===== config.mk =====
export PLATFORM = sky130hd
export DESIGN_NAME = operand_fetch_flat
export DESIGN_NICKNAME = d
export VERILOG_FILES = /design/src/rtl/operand_fetch_if.sv /design/src/rtl/operand_fetch.sv /design/src/flat_wrapper.sv
export SDC_FILE = /design/constraint.sdc
export NUM_CORES = 1
export LEC_CHECK = 0
export ABC_AREA = 1
export CORE_UTILIZATION = 47
export CTS_CLUSTER_SIZE = 10
export DETAILED_ROUTE_END_ITERATION = 10
export GPL_TIMING_DRIVEN = 0
export PLACE_DENSITY = 0.88
export SYNTH_ARGS = -nofsm -noshare
export SYNTH_HDL_FRONTEND = slang
export SYNTH_SLANG_ARGS = --single-unit

===== constraint.sdc =====
create_clock -name clk -period 5 [get_ports clk]
set_clock_uncertainty 0.1 [all_clocks]
set_input_delay 0.5 -clock clk [delete_from_list [all_inputs] [get_ports clk]]
set_output_delay 0.5 -clock clk [all_outputs]
set_load 0.1 [all_outputs]

===== src/rtl/operand_fetch_if.sv =====
// operand_fetch_if: bundle of every handshake/bus signal around the operand
// fetch stage.
//   decode side   : id_valid/id_ready, id_ra/id_rb, id_use_a/id_use_b,
//                   id_wc, id_we, id_load, id_opc, id_imm
//   bank side     : ra/rb (read addr), pra/prb (read data),
//                   wc/wpc/w_rb (snooped write port)
//   execute side  : exr_* (instruction currently in execute), flush,
//                   ex_valid/ex_ready, ex_opa/ex_opb, ex_wc/ex_we/ex_load/
//                   ex_opc/ex_imm
//   status        : stall_cnt (saturating load-use stall cycles)
// slave = the operand fetch stage, master = its environment.
interface operand_fetch_if #(
    parameter int DATA_W = 32,
    parameter int REG_AW = 4,
    parameter int OPC_W  = 6,
    parameter int IMM_W  = 16
);
    logic              id_valid, id_ready;
    logic [REG_AW-1:0] id_ra, id_rb;
    logic              id_use_a, id_use_b;
    logic [REG_AW-1:0] id_wc;
    logic              id_we, id_load;
    logic [OPC_W-1:0]  id_opc;
    logic [IMM_W-1:0]  id_imm;

    logic [REG_AW-1:0] ra, rb;
    logic [DATA_W-1:0] pra, prb;
    logic [REG_AW-1:0] wc;
    logic [DATA_W-1:0] wpc;
    logic              w_rb;

    logic              exr_valid, exr_we, exr_load;
    logic [REG_AW-1:0] exr_wc;
    logic [DATA_W-1:0] exr_data;
    logic              flush;

    logic              ex_valid, ex_ready;
    logic [DATA_W-1:0] ex_opa, ex_opb;
    logic [REG_AW-1:0] ex_wc;
    logic              ex_we, ex_load;
    logic [OPC_W-1:0]  ex_opc;
    logic [IMM_W-1:0]  ex_imm;
    logic [15:0]       stall_cnt;

    modport slave (
        input  id_valid, id_ra, id_rb, id_use_a, id_use_b, id_wc, id_we,
               id_load, id_opc, id_imm, pra, prb, wc, wpc, w_rb,
               exr_valid, exr_we, exr_load, exr_wc, exr_data, flush, ex_ready,
        output id_ready, ra, rb, ex_valid, ex_opa, ex_opb, ex_wc, ex_we,
               ex_load, ex_opc, ex_imm, stall_cnt
    );

    modport master (
        output id_valid, id_ra, id_rb, id_use_a, id_use_b, id_wc, id_we,
               id_load, id_opc, id_imm, pra, prb, wc, wpc, w_rb,
               exr_valid, exr_we, exr_load, exr_wc, exr_data, flush, ex_ready,
        input  id_ready, ra, rb, ex_valid, ex_opa, ex_opb, ex_wc, ex_we,
               ex_load, ex_opc, ex_imm, stall_cnt
    );
endinterface


===== src/rtl/operand_fetch.sv =====
// operand_fetch: pipeline stage between decode and execute. Drives the bank
// read addresses, forwards from execute / the bank write port, stalls on
// load-use hazards and registers operands plus pass-through fields.
// Ports:
//   clk   : clock, rising edge
//   reset : synchronous, active-high
//   bus   : operand_fetch_if.slave (see interface header for signal list)
// Optional build macro R0_ZERO_EN: register 0 reads as zero, is never
// forwarded and never causes a load-use hazard.
module operand_fetch #(
    parameter int DATA_W = 32,
    parameter int REG_AW = 4,
    parameter int OPC_W  = 6,
    parameter int IMM_W  = 16
) (
    input logic            clk,
    input logic            reset,
    operand_fetch_if.slave bus
);
`ifdef R0_ZERO_EN
    localparam bit R0_ZERO = 1'b1;
`else
    localparam bit R0_ZERO = 1'b0;
`endif

    logic              exr_alu;   // execute holds a forwardable ALU result
    logic              a_is_r0, b_is_r0;
    logic              hazard;
    logic              accept;
    logic [DATA_W-1:0] opa_sel, opb_sel;

    assign bus.ra = bus.id_ra;
    assign bus.rb = bus.id_rb;

    assign a_is_r0 = R0_ZERO && (bus.id_ra == '0);
    assign b_is_r0 = R0_ZERO && (bus.id_rb == '0);
    assign exr_alu = bus.exr_valid && bus.exr_we && !bus.exr_load;

    // Load data is not available until after execute, so a dependent
    // instruction must wait here rather than forward.
    assign hazard = bus.id_valid && bus.exr_valid && bus.exr_we && bus.exr_load &&
                    ((bus.id_use_a && !a_is_r0 && bus.exr_wc == bus.id_ra) ||
                     (bus.id_use_b && !b_is_r0 && bus.exr_wc == bus.id_rb));

    assign bus.id_ready = !hazard && !bus.flush && (!bus.ex_valid || bus.ex_ready);
    assign accept       = bus.id_valid && bus.id_ready;

    // Assignments run oldest-to-youngest so the youngest producer overrides:
    // bank, then write port (lands at this edge), then execute result.
    always_comb begin
        opa_sel = bus.pra;
        if (bus.w_rb && bus.wc == bus.id_ra)  opa_sel = bus.wpc;
        if (exr_alu && bus.exr_wc == bus.id_ra) opa_sel = bus.exr_data;
        if (a_is_r0)                            opa_sel = '0;
    end

    always_comb begin
        opb_sel = bus.prb;
        if (bus.w_rb && bus.wc == bus.id_rb)  opb_sel = bus.wpc;
        if (exr_alu && bus.exr_wc == bus.id_rb) opb_sel = bus.exr_data;
        if (b_is_r0)                            opb_sel = '0;
    end

    always_ff @(posedge clk) begin
        if (reset) begin
            bus.ex_valid  <= 1'b0;
            bus.ex_opa    <= '0;
            bus.ex_opb    <= '0;
            bus.ex_wc     <= '0;
            bus.ex_we     <= 1'b0;
            bus.ex_load   <= 1'b0;
            bus.ex_opc    <= '0;
            bus.ex_imm    <= '0;
            bus.stall_cnt <= '0;
        end else begin
            if (hazard && !bus.flush && bus.stall_cnt != 16'hFFFF)
                bus.stall_cnt <= bus.stall_cnt + 16'd1;

            if (bus.flush) begin
                bus.ex_valid <= 1'b0;
            end else if (accept) begin
                bus.ex_valid <= 1'b1;
                bus.ex_opa   <= opa_sel;
                bus.ex_opb   <= opb_sel;
                bus.ex_wc    <= bus.id_wc;
                bus.ex_we    <= bus.id_we;
                bus.ex_load  <= bus.id_load;
                bus.ex_opc   <= bus.id_opc;
                bus.ex_imm   <= bus.id_imm;
            end else if (bus.ex_valid && bus.ex_ready) begin
                // drained with nothing to replace it: bubble
                bus.ex_valid <= 1'b0;
            end
            // otherwise hold: payload registers keep their value
        end
    end
endmodule


===== src/flat_wrapper.sv =====
// flat-port wrapper written by rule: the top's interface ports become plain ports
module operand_fetch_flat 
#(
    parameter int DATA_W = 32,
    parameter int REG_AW = 4,
    parameter int OPC_W  = 6,
    parameter int IMM_W  = 16
)
  (clk, reset, bus_id_valid, bus_id_ra, bus_id_rb, bus_id_use_a, bus_id_use_b, bus_id_wc, bus_id_we, bus_id_load, bus_id_opc, bus_id_imm, bus_pra, bus_prb, bus_wc, bus_wpc, bus_w_rb, bus_exr_valid, bus_exr_we, bus_exr_load, bus_exr_wc, bus_exr_data, bus_flush, bus_ex_ready, bus_id_ready, bus_ra, bus_rb, bus_ex_valid, bus_ex_opa, bus_ex_opb, bus_ex_wc, bus_ex_we, bus_ex_load, bus_ex_opc, bus_ex_imm, bus_stall_cnt);
  operand_fetch_if #(.DATA_W(DATA_W), .REG_AW(REG_AW), .OPC_W(OPC_W), .IMM_W(IMM_W)) bus_i ();
  input logic clk;
  input logic reset;
  input wire logic [$bits(bus_i.id_valid)-1:0] bus_id_valid;
  input wire logic [$bits(bus_i.id_ra)-1:0] bus_id_ra;
  input wire logic [$bits(bus_i.id_rb)-1:0] bus_id_rb;
  input wire logic [$bits(bus_i.id_use_a)-1:0] bus_id_use_a;
  input wire logic [$bits(bus_i.id_use_b)-1:0] bus_id_use_b;
  input wire logic [$bits(bus_i.id_wc)-1:0] bus_id_wc;
  input wire logic [$bits(bus_i.id_we)-1:0] bus_id_we;
  input wire logic [$bits(bus_i.id_load)-1:0] bus_id_load;
  input wire logic [$bits(bus_i.id_opc)-1:0] bus_id_opc;
  input wire logic [$bits(bus_i.id_imm)-1:0] bus_id_imm;
  input wire logic [$bits(bus_i.pra)-1:0] bus_pra;
  input wire logic [$bits(bus_i.prb)-1:0] bus_prb;
  input wire logic [$bits(bus_i.wc)-1:0] bus_wc;
  input wire logic [$bits(bus_i.wpc)-1:0] bus_wpc;
  input wire logic [$bits(bus_i.w_rb)-1:0] bus_w_rb;
  input wire logic [$bits(bus_i.exr_valid)-1:0] bus_exr_valid;
  input wire logic [$bits(bus_i.exr_we)-1:0] bus_exr_we;
  input wire logic [$bits(bus_i.exr_load)-1:0] bus_exr_load;
  input wire logic [$bits(bus_i.exr_wc)-1:0] bus_exr_wc;
  input wire logic [$bits(bus_i.exr_data)-1:0] bus_exr_data;
  input wire logic [$bits(bus_i.flush)-1:0] bus_flush;
  input wire logic [$bits(bus_i.ex_ready)-1:0] bus_ex_ready;
  output wire logic [$bits(bus_i.id_ready)-1:0] bus_id_ready;
  output wire logic [$bits(bus_i.ra)-1:0] bus_ra;
  output wire logic [$bits(bus_i.rb)-1:0] bus_rb;
  output wire logic [$bits(bus_i.ex_valid)-1:0] bus_ex_valid;
  output wire logic [$bits(bus_i.ex_opa)-1:0] bus_ex_opa;
  output wire logic [$bits(bus_i.ex_opb)-1:0] bus_ex_opb;
  output wire logic [$bits(bus_i.ex_wc)-1:0] bus_ex_wc;
  output wire logic [$bits(bus_i.ex_we)-1:0] bus_ex_we;
  output wire logic [$bits(bus_i.ex_load)-1:0] bus_ex_load;
  output wire logic [$bits(bus_i.ex_opc)-1:0] bus_ex_opc;
  output wire logic [$bits(bus_i.ex_imm)-1:0] bus_ex_imm;
  output wire logic [$bits(bus_i.stall_cnt)-1:0] bus_stall_cnt;
  assign bus_i.id_valid = bus_id_valid;
  assign bus_i.id_ra = bus_id_ra;
  assign bus_i.id_rb = bus_id_rb;
  assign bus_i.id_use_a = bus_id_use_a;
  assign bus_i.id_use_b = bus_id_use_b;
  assign bus_i.id_wc = bus_id_wc;
  assign bus_i.id_we = bus_id_we;
  assign bus_i.id_load = bus_id_load;
  assign bus_i.id_opc = bus_id_opc;
  assign bus_i.id_imm = bus_id_imm;
  assign bus_i.pra = bus_pra;
  assign bus_i.prb = bus_prb;
  assign bus_i.wc = bus_wc;
  assign bus_i.wpc = bus_wpc;
  assign bus_i.w_rb = bus_w_rb;
  assign bus_i.exr_valid = bus_exr_valid;
  assign bus_i.exr_we = bus_exr_we;
  assign bus_i.exr_load = bus_exr_load;
  assign bus_i.exr_wc = bus_exr_wc;
  assign bus_i.exr_data = bus_exr_data;
  assign bus_i.flush = bus_flush;
  assign bus_i.ex_ready = bus_ex_ready;
  assign bus_id_ready = bus_i.id_ready;
  assign bus_ra = bus_i.ra;
  assign bus_rb = bus_i.rb;
  assign bus_ex_valid = bus_i.ex_valid;
  assign bus_ex_opa = bus_i.ex_opa;
  assign bus_ex_opb = bus_i.ex_opb;
  assign bus_ex_wc = bus_i.ex_wc;
  assign bus_ex_we = bus_i.ex_we;
  assign bus_ex_load = bus_i.ex_load;
  assign bus_ex_opc = bus_i.ex_opc;
  assign bus_ex_imm = bus_i.ex_imm;
  assign bus_stall_cnt = bus_i.stall_cnt;
  operand_fetch #(.DATA_W(DATA_W), .REG_AW(REG_AW), .OPC_W(OPC_W), .IMM_W(IMM_W)) u_core (.clk(clk), .reset(reset), .bus(bus_i));
endmodule

; Word-level counts from Yosys, hierarchy flattened
; Cells that the tools add are included.
[op_classes]
n_addsub = 1
eq_ne = 5
mux = 6
bitwise = 1
reduce_logical = 27
[ops]
columns = operator, count
row1 = 32-bit 2-to-1 mux, 4
row2 = 1-bit logical AND, 18
row3 = "16-bit by 1-bit adder with 16-bit output, second input constant", 1
row4 = 4-bit == test, 4
row5 = "16-bit inequality test, second input constant", 1
row6 = 1-bit logical NOT, 4
row7 = 1-bit logical OR, 2
row8 = 1-bit 2-to-1 mux, 2
row9 = 2-bit AND reduction, 1
row10 = 2-bit nonzero test, 1
row11 = 2-bit OR reduction, 1
row12 = 1-bit inverter, 1
[word_totals]
register_bits = 109

; Longest topological paths before layout
[depth]
word_depth = 9
mapped_depth = 13

; Worst setup path after synthesis
; Ideal clock, no wire load.
[synth_path]
kind = register to output
startpoint = register u_core.bus.ex_valid
endpoint = output bus_id_ready
t_arrival_ns = 3.199
setup_slack_ns = 1.201
path_stages_with_launch = 3
path_buffers = 0
cell_sequence = dfxtp_1 a21oi_1 a21boi_0
[synth_between]
elab_chain_len = 3
[synth_lines]
columns = item, line_no
row1 = start: declaration, operand_fetch_if.sv:49  ; output id_ready, ra, rb, ex_valid, ex_opa, ex_opb, ex_wc, ex_we,
row2 = start signal: assignment, operand_fetch.sv:66  ; bus.ex_valid <= 1'b0;
row3 = start signal: assignment, operand_fetch.sv:80  ; bus.ex_valid <= 1'b0;
row4 = start signal: assignment, operand_fetch.sv:82  ; bus.ex_valid <= 1'b1;
row5 = 1-bit logical NOT, operand_fetch.sv:45  ; assign bus.id_ready = !hazard && !bus.flush && (!bus.ex_valid || bus.ex_ready);
row6 = 1-bit logical OR, operand_fetch.sv:45
row7 = 1-bit logical AND, operand_fetch.sv:45
row8 = end: declaration, flat_wrapper.sv:35  ; output wire logic [$bits(bus_i.id_ready)-1:0] bus_id_ready;
; Every way passes these cells.

; Final worst setup path
[layout_path]
startpoint = input bus_id_ra[3]
endpoint = output bus_id_ready
[layout_between]
elab_chain_len = 7
[layout_lines]
columns = item, line_no
row1 = start: declaration, flat_wrapper.sv:14  ; input wire logic [$bits(bus_i.id_ra)-1:0] bus_id_ra;
row2 = 4-bit == test, operand_fetch.sv:42  ; ((bus.id_use_a && !a_is_r0 && bus.exr_wc == bus.id_ra) ||
row3 = 1-bit logical AND, operand_fetch.sv:42
row4 = 1-bit logical OR, operand_fetch.sv:42
row5 = 1-bit logical AND, operand_fetch.sv:41  ; assign hazard = bus.id_valid && bus.exr_valid && bus.exr_we && bus.exr_load &&
row6 = 1-bit logical NOT, operand_fetch.sv:45
row7 = 1-bit logical AND (2 in series), operand_fetch.sv:45
; Every way passes these cells.

==> flow_metrics.env <==
export IMPL_slew_headroom_pct=30.5
export IMPL_synth_top_flop_cell="dfxtp_1"
export IMPL_ys_seq_elements=109
export IMPL_setup_viol=0
export IMPL_synthToLayoutAreaGrowth_pct=48.3
export IMPL_grt_max_degree=20
export IMPL_overflow=0
export IMPL_fillers=1313
export IMPL_synth_distinct_cells=23
export IMPL_seq_area_frac_synth_pct=29.9
export IMPL_coreArea_mm2=0.0151
export IMPL_stdcell_area_mm2=0.0108
export IMPL_min_path_cells=2
export IMPL_finalPower_w=0.00276
export IMPL_synth_fa_ha_area_share_pct=0.172
export IMPL_cts_tree="built"
export IMPL_routed_via_density=5.13
export IMPL_finalCritPeriodShare_pct=72.8
export IMPL_synthTopCellsByArea="dfxtp_1, nand2_1, nand4_1"
export IMPL_die_h_um=127
export IMPL_maxCapViolations=0
export IMPL_ys_warn_count=0
export IMPL_critPathRequiredTime_ns=4.40
export IMPL_drive_gt1_share_pct=3.46
export IMPL_crit_arrival_ns=3.04
export IMPL_syn_area_mm2=0.00729
export IMPL_max_freq_mhz=275
export IMPL_clk_path_buf_depth=2
export IMPL_portBuffers=299
export IMPL_final_core_util_pct=71.4
export IMPL_ir_worst_vdd_v=0.000180
export IMPL_cts_hold_buffers=0
export IMPL_start_kind="input pin"
export IMPL_crit_type="input pin to output pin"
export IMPL_outcome="finished clean"
export IMPL_post_dp_hpwl_mm=21.3
export IMPL_end_kind="output pin"
export IMPL_fin_crit_ns=3.64
export IMPL_place_gp_congestion=0.992
export IMPL_rows=45
export IMPL_syn_nets=1459
export IMPL_dp_cells=1762
export IMPL_hold_violations=0
export IMPL_drcViolationCount=0
export IMPL_io_pins=301
export IMPL_layout_common_cells="nand2_1, clkdlybuf4s50_1, inv_1, nor2_1, nand4_1"
export IMPL_slew_viol_final=0
export IMPL_finalSetupTns_ns=0
export IMPL_final_common_cell="nand2_1"
export IMPL_grt_pass1_wl_mm=42.6
export IMPL_start_util_pct=48.2
export IMPL_whs_endpoint="u_core.bus.stall_cnt[2]"
export IMPL_cts_htree_levels=3
export IMPL_critPathMaxFanout=7
export IMPL_n_antenna_cell=0
export IMPL_cts_reportedPaths_clkPinSlew_ns=0.08
export IMPL_dieArea_mm2=0.0160
export IMPL_clock_sinks=109
export IMPL_antenna_found_initial=2
export IMPL_grt_pass1_vias=8443
export IMPL_grt_total_usage_pct=34.0
export IMPL_antenna_left=0
export IMPL_cts_resized=0
export IMPL_syn_instance_count=1275
export IMPL_synthArstFlopShare_pct=0
export IMPL_postPlaceCellArea_mm2=0.0105
export IMPL_synth_top_family_by_area="simple AND/OR/NAND/NOR gates"
export IMPL_synth_edf_count=0
export IMPL_synth_mux_area_share_pct=0
export IMPL_r2r_cells=10
export IMPL_stdcell_count=1778
export IMPL_r2r_end="u_core.bus.stall_cnt[14]"
export IMPL_r2r_start="u_core.bus.stall_cnt[0]"
export IMPL_hold_path_class="input pin to flop"
export IMPL_die_w_um=127
export IMPL_synth_compound_area_share_pct=1.75
export IMPL_dr_pass1_iters=5
export IMPL_synth_top_cell_area_share_pct=29.9
export IMPL_power_density_mw_per_mm2=255
export IMPL_worst_pin_slew_ns=1.04
export IMPL_final_nets=1769
export IMPL_avgSynthCellArea_um2=5.72
export IMPL_rrSetupSlack_ns=2.78
export IMPL_routedWlPerCell_um=15.2
export IMPL_cts_made_buffers=9
export IMPL_vias=9129
export IMPL_wl_mm=27.0
export IMPL_p_leak_nw=5.33
export IMPL_insertion_delay_ns=0.36
export IMPL_yosysTopAreaCell="dfxtp_1"
export IMPL_post_cts_buffers=0
export IMPL_min_delay_start="reset"
export IMPL_yosys_area_share_simple_pct=48.6
export IMPL_cts_root_buf="clkbuf_16"
export IMPL_synth_xor_area_share_pct=1.68
export IMPL_drt_iter0_drc=642
export IMPL_rsz0062_at_grt="no"
==> cell type report <==
type,instances,area [um^2],share of cell area [%]
inverters,217,815,7.53
repair buffers,299,2990,27.7
clock buffers,10,239,2.21
clock inverters,6,57.6,0.532
plain buffers,91,489,4.52
well taps,188,235,2.17
multi-input cells,858,3810,35.2
flip-flops and latches,109,2180,20.2
==> cell usage after synthesis (3+ instances only) <==
cell type  number
a21oi_1        17
buf_2           4
buf_4          14
buf_6          12
clkbuf_1       60
dfxtp_1       109
inv_1         215
nand2_1       392
nand3_1        77
nand4_1       132
nor2_1        205
nor2_4          4
nor3_1          5
o21ai_0         5
xnor2_1         3
xor2_1         11
==> sequential cells by signal, summed over array words and instances (netlist names) <==
name                  count
u_core.bus.ex_valid       1
u_core.bus.stall_cnt     16
u_core.bus.ex_opc         6
u_core.bus.ex_opa        32
u_core.bus.ex_opb        32
u_core.bus.ex_imm        16
u_core.bus.ex_load        1
u_core.bus.ex_we          1
u_core.bus.ex_wc          4
==> metal layers <==
layer / global-route usage (%) / vias up / wire length (um)
met1: 40.8 / 4005 / 10900
met2: 57.0 / 471 / 12400
met5: 0 / - / 27
li1: - / 4546 / -
met4: 19.1 / 4 / 1400
met3: 6.54 / 103 / 2310
==> cell families after synthesis <==
kind of cell | count (synthesis)
compound gates | 25
flops | 109
fa+ha+maj | 1
simple gates | 818
xor+xnor | 14
buf+inv | 308
==> critical path, stage by stage <==
cell             delay, ns
clkdlybuf4s50_1       0.59
nand2_1               0.08
nand2_1               0.11
nor2_4                0.08
nand3_1               0.09
nand2_1               0.12
a21boi_0              0.25
clkdlybuf4s50_1       1.20
==> report_power, final <==
| group | internal [W] | switching [W] |
|---|---|---|
| registers | 0.000921 | 0.0000283 |
| logic | 0.000332 | 0.000746 |
| clock network | 0.000362 | 0.000373 |
==> how the worst max path moves through the flow <==
stage	from	end	slack (ns)	cells after the start
detailed placement	bus_id_ra[2]	bus_id_ready	1.39	8
global placement	bus_id_ra[3]	bus_id_ready	1.37	8
finish	bus_id_ra[3]	bus_id_ready	1.36	8
global route	bus_id_ra[2]	bus_id_ready	1.27	9
floorplan	u_core.bus.ex_valid	bus_id_ready	1.20	2
CTS	bus_id_ra[2]	bus_id_ready	1.38	8
==> through the flow <==
| stage | worst slack, ns | hold slack (ns) |
|---|---|---|
| 2_1_floorplan | 1.20 | 0.535 |
| 3_3_place_gp | 1.37 | 0.366 |
| 3_5_place_dp | 1.39 | 0.380 |
| 4_1_cts | 1.38 | 0.374 |
| 5_1_grt | 1.27 | 0.391 |
| 6_report | 1.36 | 0.373 |
(Power assumes the default switching activity.)
